$ cat src/rtl/median_filter_pkg.sv
// Shared constants and types for the streaming 3x3 median filter.
//   DEF_DATA_W : default pixel width (DATA_W default of the top).
//   WIN        : window edge length (3 pixels per column, 3 columns).
//   pixel_t    : pixel type at the default width.
package median_filter_pkg;

    localparam int unsigned DEF_DATA_W = 8;
    localparam int unsigned WIN        = 3;

    typedef logic [DEF_DATA_W-1:0] pixel_t;

endpackage

$ cat src/rtl/median_filter_3x3_sort3.sv
// Combinational 3-input unsigned sorter (the sort3 building block).
// Ports:
//   i_a, i_b, i_c : inputs to sort.
//   o_lo_c        : smallest input.
//   o_mid_c       : middle input.
//   o_hi_c        : largest input.
module median_filter_3x3_sort3
    import median_filter_pkg::*;
#(
    parameter int unsigned DATA_W = DEF_DATA_W
) (
    input  logic [DATA_W-1:0] i_a,
    input  logic [DATA_W-1:0] i_b,
    input  logic [DATA_W-1:0] i_c,
    output logic [DATA_W-1:0] o_lo_c,
    output logic [DATA_W-1:0] o_mid_c,
    output logic [DATA_W-1:0] o_hi_c
);

    logic [DATA_W-1:0] w_ab_lo;
    logic [DATA_W-1:0] w_ab_hi;
    logic [DATA_W-1:0] w_t;

    // Three compare-exchange stages: (a,b), (hi,c), (lo,t).
    always_comb begin
        w_ab_lo = (i_b < i_a) ? i_b : i_a;
        w_ab_hi = (i_b < i_a) ? i_a : i_b;
        o_hi_c  = (i_c > w_ab_hi) ? i_c : w_ab_hi;
        w_t     = (i_c > w_ab_hi) ? w_ab_hi : i_c;
        o_lo_c  = (w_t < w_ab_lo) ? w_t : w_ab_lo;
        o_mid_c = (w_t < w_ab_lo) ? w_ab_lo : w_t;
    end

endmodule

$ cat src/rtl/median_filter_3x3.sv
// Streaming 3x3 median filter.
// Pixels are shifted into a 3-entry column register with en1; en2 commits the
// column into a 3-column sliding window. A 3-stage sorting pipeline produces
// the median three cycles after a commit.
// Optional feature macro: MEDIAN_FILTER_MINMAX_EN adds o_min/o_max.
// Ports:
//   clk     : rising-edge clock.
//   rst_n   : asynchronous active-low reset.
//   i_data  : input pixel, sampled when en1=1.
//   en1     : shift i_data into the column register.
//   en2     : commit the column (with en1 bypass) into the window.
//   o_med   : registered window median.
//   o_valid : o_med reflects a fully populated window.
//   o_min   : window minimum (MEDIAN_FILTER_MINMAX_EN only).
//   o_max   : window maximum (MEDIAN_FILTER_MINMAX_EN only).
module median_filter_3x3
    import median_filter_pkg::*;
#(
    parameter int unsigned DATA_W = DEF_DATA_W
) (
    input  logic              clk,
    input  logic              rst_n,
    input  logic [DATA_W-1:0] i_data,
    input  logic              en1,
    input  logic              en2,
    output logic [DATA_W-1:0] o_med,
    output logic              o_valid
`ifdef MEDIAN_FILTER_MINMAX_EN
    ,
    output logic [DATA_W-1:0] o_min,
    output logic [DATA_W-1:0] o_max
`endif
);

    localparam int unsigned FILL_W = $clog2(WIN + 1);

    // Column register, window (r_win[column][row]) and fill count.
    logic [DATA_W-1:0] r_col [WIN];
    logic [DATA_W-1:0] r_win [WIN][WIN];
    logic [FILL_W-1:0] r_fill;
    logic [DATA_W-1:0] w_commit [WIN];
    logic              w_full;

    // Stage 1: per-column sorted values.
    logic [DATA_W-1:0] w_s1_lo  [WIN];
    logic [DATA_W-1:0] w_s1_mid [WIN];
    logic [DATA_W-1:0] w_s1_hi  [WIN];
    logic [DATA_W-1:0] r_s1_lo  [WIN];
    logic [DATA_W-1:0] r_s1_mid [WIN];
    logic [DATA_W-1:0] r_s1_hi  [WIN];
    logic              r_s1_full;

    // Stage 2: row reductions.
    logic [DATA_W-1:0] w_lo_min, w_lo_mid, w_lo_max;
    logic [DATA_W-1:0] w_mid_lo, w_mid_mid, w_mid_hi;
    logic [DATA_W-1:0] w_hi_min, w_hi_mid, w_hi_max;
    logic [DATA_W-1:0] r_s2_lo, r_s2_mid, r_s2_hi;
    logic              r_s2_full;

    // Stage 3: final median of three.
    logic [DATA_W-1:0] w_med_lo, w_med_mid, w_med_hi;

    // Commit column; with en1 the incoming pixel is bypassed into the newest slot.
    assign w_commit[0] = en1 ? r_col[1] : r_col[0];
    assign w_commit[1] = en1 ? r_col[2] : r_col[1];
    assign w_commit[2] = en1 ? i_data   : r_col[2];

    assign w_full = (r_fill == FILL_W'(WIN));

    // Column register, window shift and fill counter.
    always_ff @(posedge clk or negedge rst_n) begin
        if (!rst_n) begin
            for (int i = 0; i < WIN; i++) begin
                r_col[i] <= '0;
                for (int j = 0; j < WIN; j++) begin
                    r_win[i][j] <= '0;
                end
            end
            r_fill <= '0;
        end else begin
            if (en1) begin
                r_col[0] <= r_col[1];
                r_col[1] <= r_col[2];
                r_col[2] <= i_data;
            end
            if (en2) begin
                for (int j = 0; j < WIN; j++) begin
                    r_win[0][j] <= r_win[1][j];
                    r_win[1][j] <= r_win[2][j];
                    r_win[2][j] <= w_commit[j];
                end
                if (!w_full) begin
                    r_fill <= r_fill + FILL_W'(1);
                end
            end
        end
    end

    // Stage 1 sorters, one per window column.
    for (genvar g = 0; g < WIN; g++) begin : g_col_sort
        median_filter_3x3_sort3 #(.DATA_W(DATA_W)) u_col_sort (
            .i_a     (r_win[g][0]),
            .i_b     (r_win[g][1]),
            .i_c     (r_win[g][2]),
            .o_lo_c  (w_s1_lo[g]),
            .o_mid_c (w_s1_mid[g]),
            .o_hi_c  (w_s1_hi[g])
        );
    end

    // Stage 2 reductions: max of lows, median of mids, min of highs.
    median_filter_3x3_sort3 #(.DATA_W(DATA_W)) u_lo_sort (
        .i_a     (r_s1_lo[0]),
        .i_b     (r_s1_lo[1]),
        .i_c     (r_s1_lo[2]),
        .o_lo_c  (w_lo_min),
        .o_mid_c (w_lo_mid),
        .o_hi_c  (w_lo_max)
    );

    median_filter_3x3_sort3 #(.DATA_W(DATA_W)) u_mid_sort (
        .i_a     (r_s1_mid[0]),
        .i_b     (r_s1_mid[1]),
        .i_c     (r_s1_mid[2]),
        .o_lo_c  (w_mid_lo),
        .o_mid_c (w_mid_mid),
        .o_hi_c  (w_mid_hi)
    );

    median_filter_3x3_sort3 #(.DATA_W(DATA_W)) u_hi_sort (
        .i_a     (r_s1_hi[0]),
        .i_b     (r_s1_hi[1]),
        .i_c     (r_s1_hi[2]),
        .o_lo_c  (w_hi_min),
        .o_mid_c (w_hi_mid),
        .o_hi_c  (w_hi_max)
    );

    // Stage 3 median of the three stage-2 candidates.
    median_filter_3x3_sort3 #(.DATA_W(DATA_W)) u_med_sort (
        .i_a     (r_s2_lo),
        .i_b     (r_s2_mid),
        .i_c     (r_s2_hi),
        .o_lo_c  (w_med_lo),
        .o_mid_c (w_med_mid),
        .o_hi_c  (w_med_hi)
    );

    // Free-running pipeline; window_full travels alongside the data.
    always_ff @(posedge clk or negedge rst_n) begin
        if (!rst_n) begin
            for (int i = 0; i < WIN; i++) begin
                r_s1_lo[i]  <= '0;
                r_s1_mid[i] <= '0;
                r_s1_hi[i]  <= '0;
            end
            r_s1_full <= 1'b0;
            r_s2_lo   <= '0;
            r_s2_mid  <= '0;
            r_s2_hi   <= '0;
            r_s2_full <= 1'b0;
            o_med     <= '0;
            o_valid   <= 1'b0;
        end else begin
            for (int i = 0; i < WIN; i++) begin
                r_s1_lo[i]  <= w_s1_lo[i];
                r_s1_mid[i] <= w_s1_mid[i];
                r_s1_hi[i]  <= w_s1_hi[i];
            end
            r_s1_full <= w_full;
            r_s2_lo   <= w_lo_max;
            r_s2_mid  <= w_mid_mid;
            r_s2_hi   <= w_hi_min;
            r_s2_full <= r_s1_full;
            o_med     <= w_med_mid;
            o_valid   <= r_s2_full;
        end
    end

`ifdef MEDIAN_FILTER_MINMAX_EN
    // Window min is the min of column lows; max is the max of column highs.
    logic [DATA_W-1:0] r_s2_min;
    logic [DATA_W-1:0] r_s2_max;

    always_ff @(posedge clk or negedge rst_n) begin
        if (!rst_n) begin
            r_s2_min <= '0;
            r_s2_max <= '0;
            o_min    <= '0;
            o_max    <= '0;
        end else begin
            r_s2_min <= w_lo_min;
            r_s2_max <= w_hi_max;
            o_min    <= r_s2_min;
            o_max    <= r_s2_max;
        end
    end

    logic w_unused;
    assign w_unused = ^{w_lo_mid, w_mid_lo, w_mid_hi, w_hi_mid, w_med_lo, w_med_hi};
`else
    logic w_unused;
    assign w_unused = ^{w_lo_min, w_lo_mid, w_mid_lo, w_mid_hi, w_hi_mid, w_hi_max,
                        w_med_lo, w_med_hi};
`endif

endmodule

$ cat config.mk
export PLATFORM = sky130hd
export DESIGN_NAME = median_filter_3x3
export DESIGN_NICKNAME = d
export VERILOG_FILES = /design/src/rtl/median_filter_pkg.sv /design/src/rtl/median_filter_3x3_sort3.sv /design/src/rtl/median_filter_3x3.sv
export SDC_FILE = /design/constraint.sdc
export NUM_CORES = 1
export LEC_CHECK = 0
export ABC_AREA = 0
export CAP_MARGIN = 0
export CORE_MARGIN = 8
export CORE_UTILIZATION = 64
export DETAILED_ROUTE_END_ITERATION = 8
export GPL_ROUTABILITY_DRIVEN = 0
export PLACE_DENSITY = 0.81
export SYNTH_ARGS = -nofsm -noshare
export SYNTH_HDL_FRONTEND = slang
export SYNTH_SLANG_ARGS = --single-unit
$ cat constraint.sdc
create_clock -name clk -period 8.4 [get_ports clk]
set_input_delay 2.1 -clock clk [delete_from_list [all_inputs] [get_ports clk]]
set_output_delay 2.1 -clock clk [all_outputs]
set_load 0.02 [all_outputs]
==> Word level (Yosys, flattened, before mapping) <==
Index checks and enable logic that the tools add are counted.
{ "totals": {"elab_cells": 88, "output_inout_bits": 9, "inputBits": 12, "register_bits": 205} }
{ "op_classes": {"n_reduce_logical": 1, "n_addsub": 1, "n_eq_ne": 1, "n_lt_le_gt_ge": 20, "bitwise_logic": 1, "n_mux": 35} }
{ "op_table": {"columns": ["operator", "count"], "rows": [
  ["$mux 8", 35],
  ["$lt 8x8->1", 13],
  ["$gt 8x8->1", 7],
  ["$add 2x1->2 const B", 1],
  ["$eq 2x2->1 const B", 1],
  ["$reduce_and 2->1", 1],
  ["$not 1->1", 1]
]} }

==> Longest topological paths before layout <==
Gate-level depths: netlist (run 1).
{ "depth": {"ltp_word": 6, "mapped_depth": 32, "depth_no_buf": 29} }

==> By module <==
From an unflattened synthesis (run 1), not the netlist that was laid out.
{ "hier_totals": {"hier_cells": 1542, "area_unflattened_um2": 14724.1} }
{ "by_module_without_submodules": {"columns": ["module", "cells_each", "seq_area_each_um2", "area_each_um2", "n_inst"], "rows": [
  ["median_filter_3x3_sort3 (g_col_sort[0].u_col_sort ...)", 176, 0.0, 1164.9, 6],
  ["median_filter_3x3", 316, 5129.9, 6493.7, 1],
  ["median_filter_3x3_sort3 (u_mid_sort)", 170, 0.0, 1241.2, 1]
]} }

==> Worst setup path before layout (run 1) <==
Ideal clock, no wire load.
{ "synth_timing": {"path_kind": "register to register", "startpoint": "register r_win[36] in the netlist's numbering", "endpoint": "register r_s1_mid[11] in the netlist's numbering", "slack_ns": 2.028, "t_required_ns": 8.267, "arrival_time_ns": 6.239, "n_path_buf": 3, "setup_time_ns": 0.133, "synth_period_minus_slack_ns": 6.372, "path_stages_with_launch": 32, "cell_sequence": "dfrtp_1 > ha_1 > a21oi_1 > nor2b_1 > o21ai_0 > o21a_1 > a21o_1 > clkbuf_1 > mux2_2 > inv_1 > ha_1 > a21o_1 > a21o_1 > a21oi_1 > o21a_1 > nor3_1 > mux2i_1 > o311ai_1 > buf_2 > mux2i_1 > inv_1 > ha_1 > a21o_1 > a21o_1 > a2111o_1 > or2_2 > a2111oi_0 > a31oi_1 > nand2_1 > mux2i_2 > buf_2 > mux2i_1"} }
{ "synth_between": {"elab_chain_len": 6, "word_cells_on_any_way": 7, "classes_between": "3 x order compare; 4 x mux"} }
{ "synth_lines": {"columns": ["item", "line", "source"], "rows": [
  ["from (decl)", "median_filter_3x3.sv:39", "logic [DATA_W-1:0] r_win [WIN][WIN];"],
  ["from (signal, indexed assignment)", "median_filter_3x3.sv:88", "r_win[0][j] <= r_win[1][j];"],
  ["from (signal, indexed assignment)", "median_filter_3x3.sv:89", "r_win[1][j] <= r_win[2][j];"],
  ["from (signal, indexed assignment)", "median_filter_3x3.sv:90", "r_win[2][j] <= w_commit[j];"],
  ["$lt 8x8->1", "median_filter_3x3_sort3.sv:26, median_filter_3x3_sort3.sv:27", null],
  ["$mux 8", "median_filter_3x3_sort3.sv:27", "w_ab_hi = (i_b < i_a) ? i_a : i_b;"],
  ["$gt 8x8->1", "median_filter_3x3_sort3.sv:29", "w_t = (i_c > w_ab_hi) ? w_ab_hi : i_c;"],
  ["$mux 8", "median_filter_3x3_sort3.sv:29", null],
  ["$lt 8x8->1", "median_filter_3x3_sort3.sv:31", "o_mid_c = (w_t < w_ab_lo) ? w_ab_lo : w_t;"],
  ["$mux 8 (*)", "median_filter_3x3_sort3.sv:31", null],
  ["named net g_col_sort[1].u_col_sort.o_mid_c[3]", "median_filter_3x3_sort3.sv:16", "output logic [DATA_W-1:0] o_mid_c,"],
  ["to (signal, indexed assignment)", "median_filter_3x3.sv:167", "r_s1_mid[i] <= w_s1_mid[i];"],
  ["to (decl)", "median_filter_3x3.sv:49", "logic [DATA_W-1:0] r_s1_mid [WIN];"]
]} }
Mark *: on every way through the listed nets, which the timed path passes. The rest lies on a longest branch.
A chain may end at the register's enable or synchronous reset.

==> Worst setup path after layout (run 1) <==
{ "layout_timing": {"startpoint": "register r_win[36] in the netlist's numbering", "endpoint": "register r_s1_lo[8] in the netlist's numbering"} }
{ "layout_between": {"elab_chain_len": 6, "word_cells_on_any_way": 7, "classes_between": "3 x order compare; 4 x mux"} }
{ "layout_lines": {"columns": ["item", "line", "source"], "rows": [
  ["$lt 8x8->1", "median_filter_3x3_sort3.sv:26, median_filter_3x3_sort3.sv:27", null],
  ["$mux 8", "median_filter_3x3_sort3.sv:27", null],
  ["$gt 8x8->1", "median_filter_3x3_sort3.sv:29", null],
  ["$mux 8", "median_filter_3x3_sort3.sv:29", null],
  ["$lt 8x8->1", "median_filter_3x3_sort3.sv:30", "o_lo_c = (w_t < w_ab_lo) ? w_t : w_ab_lo;"],
  ["$mux 8 (*)", "median_filter_3x3_sort3.sv:30", null],
  ["named net g_col_sort[1].u_col_sort.o_lo_c[0]", "median_filter_3x3_sort3.sv:15", "output logic [DATA_W-1:0] o_lo_c,"],
  ["to (signal, indexed assignment)", "median_filter_3x3.sv:166", "r_s1_lo[i] <= w_s1_lo[i];"],
  ["to (decl)", "median_filter_3x3.sv:48", "logic [DATA_W-1:0] r_s1_lo [WIN];"]
]} }
Marks and branches as above.

==> results of run 1 <==
through the flow:
step	utilization (%)	area, µm²	setup WS, ns	std cells
2_1_floorplan	-	13200	2.03	1323
3_3_place_gp	67.2	13600	1.18	1573
3_5_place_dp	67.2	13600	0.891	1573
4_1_cts	70.8	14300	0.675	1610
5_1_grt	70.8	14300	0.194	1610
6_report	70.8	14300	0.758	1610
Yosys cell counts (all sizes together) (2+ instances only):
library cell / n / area share [%]
nand2b: 16 / 0.76
o21a: 27 / 1.5
a2111oi: 2 / 0.28
nand3: 25 / 0.95
a31oi: 7 / 0.45
o2bb2ai: 2 / 0.13
inv: 122 / 3.5
o21bai: 2 / 0.11
a211oi: 7 / 0.40
mux2: 107 / 9.2
mux2i: 113 / 8.6
nor4: 5 / 0.24
a221o: 2 / 0.15
buf: 18 / 0.74
a21o: 38 / 2.2
nand3b: 2 / 0.11
a211o: 7 / 0.47
o2111ai: 5 / 0.33
and2: 8 / 0.38
nand2: 87 / 2.5
a41o: 2 / 0.15
o22ai: 3 / 0.14
nor2b: 12 / 0.57
dfrtp: 205 / 39
or4: 2 / 0.11
and3: 6 / 0.32
o211ai: 7 / 0.40
or3: 4 / 0.19
nor2: 83 / 2.4
or2: 3 / 0.14
clkbuf: 31 / 0.88
ha: 145 / 14
a21oi: 98 / 3.8
nand4: 11 / 0.52
o31ai: 2 / 0.11
nor3: 9 / 0.34
o21ai: 81 / 3.1
metal layers:
metal	share of wire [%]	global-route usage (%)	vias to the layer above
li1	-	-	4711
met2	47	39.5	296
met1	43	30.3	4700
met3	4.8	3.46	104
met5	0	0	-
met4	5.4	12.4	0
cells in the final DEF (no fill, tap or decap), types with 6 or more instances in the layout:
| cell | synthesis | routed |
|---|---|---|
| nand2b_1 | 16 | 16 |
| a211o_1 | 7 | 7 |
| mux2_2 | 107 | 107 |
| buf_4 | 1 | 10 |
| ha_1 | 145 | 145 |
| mux2i_1 | 112 | 112 |
| clkdlybuf4s50_1 | 0 | 18 |
| a211oi_1 | 7 | 7 |
| a21oi_1 | 97 | 97 |
| dfrtp_1 | 205 | 205 |
| clkbuf_16 | 0 | 22 |
| o21a_1 | 27 | 27 |
| inv_1 | 122 | 122 |
| and2_1 | 8 | 8 |
| o211ai_1 | 7 | 7 |
| nor2_1 | 83 | 83 |
| o21ai_0 | 75 | 74 |
| nand3_1 | 25 | 25 |
| nor2b_1 | 12 | 12 |
| nand4_1 | 11 | 11 |
| nor3_1 | 9 | 9 |
| nand2_1 | 87 | 87 |
| o21ai_1 | 6 | 6 |
| a21o_1 | 38 | 37 |
cell type report:
class	instances	share of cell area [%]
Inverter	122	3.20
Multi-Input combinational cell	947	51.6
Tap cell	270	2.36
Timing Repair Buffer	29	1.88
Clock inverter	10	0.978
Clock buffer	27	4.18
Sequential cell	205	35.8
sequential cells by signal, summed over array words and instances, names as in the netlist:
name and count:
r_s1_full 1, o_valid 1, r_fill 2, r_s2_lo 8
r_s2_full 1, r_s1_mid 24, r_col 24, r_s2_hi 8
r_s2_mid 8, r_win 72, r_s1_hi 24, o_med 8
r_s1_lo 24
final timing paths:
path,startpoint,to
setup / recovery,r_win[36],r_s1_lo[8]
hold / removal,r_s2_full,o_valid
setup reg to reg,r_win[36],r_s1_lo[8]
hold reg to reg,r_s2_full,o_valid
max in group asynchronous,rst_n,r_s2_lo[5]
min in group asynchronous,rst_n,o_med[6]
cells by family (layout without fill, tap and decap cells):
logic type               count (synthesis)  after routing
AO/OA/AOI/OAI                          307            307
AND/OR/NAND/NOR                        274            274
multiplexers                           220            220
flip-flops                             205            205
buffers and inverters                  171            188
adder cells (fa/ha/maj)                145            145
XOR/XNOR                                 1              1
==> results.ini, run 1 <==
[run_status]
status=completed

[detailed_routing]
viasPerCell=6.09
post_drt_wl_per_cell_um=18.9
drtPass1Iterations=6
drcViolationCount=0
vias=9811
drtIter0Drc=765
routed_wl_um=30500
detail-route-antenna-nets=0

[clock_tree]
clock_sinks=205
cts_root_buf=clkbuf_16
numCtsBuffers=22
clockBufferDepth=3
cts_resized=0
tritoncts=yes
post-cts-setup-buffer-count=0
hold_buffers=0
clk_latency_ns=0.52
htreeDepth=1
path_clk_slew_ns=0.06

[critical_path]
critPathMaxStageDelay_ns=0.51
path_delay_family=compound AO/OA/AOI/OAI gates
critical_path_depth=28
end_kind=flop
start_kind=flop
path_common_cell=a21o_1
cp.required_ns=8.80
slowest_stage=a2111oi_0
arrival_ns=8.04
crit_fanout=21
crit_buf_inv=2
rr_worst_depth=28
r2r_slack_ns=0.76
path_class=reg -> reg

[sta]
finalSetupViolations=0
tns_ns=0
timing.fmax_mhz=131
skew_ns=0.0257
rsz0062_at_grt=no
hold_violations=0
slew_headroom_pct=18.2
timing.final.crit_share_pct=91.0
slew_viol_final=0
fin_crit_ns=7.64
hold_slack_ns=0.350
worst_slew_pin_slew_ns=1.20

[layout]
regArea_um2=5130
fillers=1460
antenna_cells=0
drive_gt1_share_pct=12.4
nets=1484
multi_input_area_um2=7390
syn_to_final_growth_pct=8.82

[job]
max_cap_viol_count=0

[logic_synthesis]
synth_ff_type=dfrtp_1
synth.area.mux_share_pct=17.8
synth_compound_gate_area_share_pct=14.8
seq_area_frac_synth_pct=39.0
synth.avg_cell_area_um2=9.95
synth_edf_count=0
synthDistinctLibCells=63
syn_nets=1480
async_flop_share_pct=100
synth_simple_gate_area_share_pct=9.56
synth.cell_area_um2=13200
yosysWarnings=0
synth-adder-area-share_pct=13.8
synthXorXnorAreaFrac_pct=0.0665
yosys_register_bits=205
synth_top_family_by_area=multiplexers
synthCells=1323

[die]
io_pins=21
initial_core_util_pct=65.1
die_area_um2=25400
core_area_um2=20200
num_rows=52
die_h_um=159
die_w_um=159

[global_route]
grt.overflow.total=0
grt_pass1_wl_um=49800
antenna_found_initial=0
grt_usage_pct=24.0
grt_pass1_vias=9789
grt_max_degree=130

[placement]
dp_hpwl_um=22600
port_buffers=20

[hold_path]
hp-class=reg -> reg
min_delay_path_depth=0

Power of run 1 is not shown: default switching activity piles up to over one toggle a cycle in this logic, so the estimate is an artifact.
==> run 2: changes to the inputs <==
- CAP_MARGIN: 0 -> not set
- CORE_ASPECT_RATIO: not set -> 1.1
==> run 2 against run 1 <==
Final cell count shrank 0.81%. First-iteration DRC count shrank 17%. Clock skew grew 0.0025 ns. Core utilization shrank 0.47 points. Maximum frequency shrank 0.12%. Largest cell class unchanged. Highest routed layer unchanged.
==> results.ini, run 2 (synthesis gave the netlist of run 1 again) <==
[die]
initial_core_util_pct=64.6  ; was 65.1%
die_w_um=153  ; was 159 µm
io_pins=21  ; unchanged
die_area_um2=25400  ; about the same
num_rows=55  ; was 52
die_h_um=166  ; was 159 µm
core_area_um2=20400  ; was 20200 µm²

[global_route]
grt.overflow.total=0  ; unchanged
grt_pass1_vias=9710  ; was 9789
grt_usage_pct=24.1  ; was 24.0%
grt_max_degree=102  ; was 130
antenna_found_initial=0  ; unchanged
grt_pass1_wl_um=50000  ; was 49800 µm

[sta]
slew_viol_final=0  ; unchanged
hold_violations=0  ; unchanged
finalSetupViolations=0  ; unchanged
timing.final.crit_share_pct=91.1  ; was 91.0%
skew_ns=0.0282  ; was 0.0257 ns
rsz0062_at_grt=no  ; unchanged
slew_headroom_pct=16.6  ; was 18.2%
worst_slew_pin_slew_ns=1.23  ; was 1.20 ns
timing.fmax_mhz=131  ; about the same
hold_slack_ns=0.342  ; was 0.350 ns
fin_crit_ns=7.65  ; was 7.64 ns
tns_ns=0  ; unchanged

[layout]
antenna_cells=0  ; unchanged
nets=1485  ; was 1484
regMostFlops=r_win  ; unchanged
utilization_pct=70.3  ; was 70.8%
final_cell_mix=dfrtp_1, ha_1, inv_1  ; unchanged
largest_reg_flops=72  ; unchanged
syn_to_final_growth_pct=8.82  ; unchanged
drive_gt1_share_pct=12.3  ; was 12.4%
layout_commonest_cell=dfrtp_1  ; unchanged

[critical_path]
arrival_ns=8.04  ; about the same
slowest_stage=mux2i_2  ; was a2111oi_0
critPathMaxStageDelay_ns=0.97  ; was 0.51 ns
path_class=reg -> reg  ; unchanged
r2r_slack_ns=0.75  ; was 0.76 ns
start_kind=flop  ; unchanged
cp.required_ns=8.79  ; was 8.80 ns
crit_fanout=21  ; unchanged
end_kind=flop  ; unchanged

[run_status]
status=completed  ; unchanged

[detailed_routing]
detail-route-antenna-nets=0  ; unchanged
drcViolationCount=0  ; unchanged
drtPass1Iterations=5  ; was 6
drtIter0Drc=635  ; was 765
vias=9810  ; was 9811
viasPerCell=6.14  ; was 6.09
routed_wl_um=30800  ; was 30500 µm
post_drt_wl_per_cell_um=19.3  ; was 18.9 µm

[job]
max_cap_viol_count=0  ; unchanged

[clock_tree]
htreeDepth=1  ; unchanged
clock_sinks=205  ; unchanged
post-cts-setup-buffer-count=0  ; unchanged
cts_root_buf=clkbuf_16  ; unchanged
tritoncts=yes  ; unchanged
path_clk_slew_ns=0.06  ; about the same
numCtsBuffers=22  ; unchanged
clk_latency_ns=0.52  ; about the same
cts_resized=0  ; unchanged
hold_buffers=0  ; unchanged
clockBufferDepth=3  ; unchanged

[placement]
dp_hpwl_um=22900  ; was 22600 µm
port_buffers=20  ; unchanged

[hold_path]
hp-class=reg -> reg  ; unchanged

## run 2: critical path: cells and delay by family, from the launching register on
family	cells	cell delay, ns
buf+inv	2	0.16
compound gates	12	2.87
mux	5	2.47
simple gates	6	0.68
flops	1	0.42
fa+ha+maj	3	0.90
## run 2: final timing paths
path                           start      endpoint  cells after the start
max                        r_win[36]  r_s1_mid[15]                     28
max in group asynchronous      rst_n  r_s1_mid[23]                      2
min in group asynchronous      rst_n    r_s1_hi[9]                      1
min reg2reg                r_s2_full       o_valid                      0
max reg2reg                r_win[36]  r_s1_mid[15]                     28
min                        r_s2_full       o_valid                      0
## run 2: routing by layer
layer  vias to the layer above  routed length (µm)  GRT usage (%)
met5                         -                   0              0
met4                         0                1850           13.7
met3                        96                1170           3.65
met2                       251               14900           40.8
met1                      4743               12900           29.0
li1                       4720                   -              -
## run 2: final cells by class
class | count | area (µm²)
flip-flops and latches | 205 | 5130
fillers | 1468 | 6040
clock inverters | 8 | 134
well taps | 256 | 320
multi-input cells | 947 | 7390
clock buffers | 29 | 617
repair buffers | 30 | 277
inverters | 122 | 458
## run 2: metrics by stage
step                instances  cell area [µm²]  worst slack [ns]
floorplan                1323            13200              2.03
CTS                      1597            14300             0.811
detailed placement       1560            13600             0.978
global placement         1560            13600              1.16
finish                   1597            14300             0.749
global route             1597            14300             0.167
Power of run 2 is left out for the same reason.
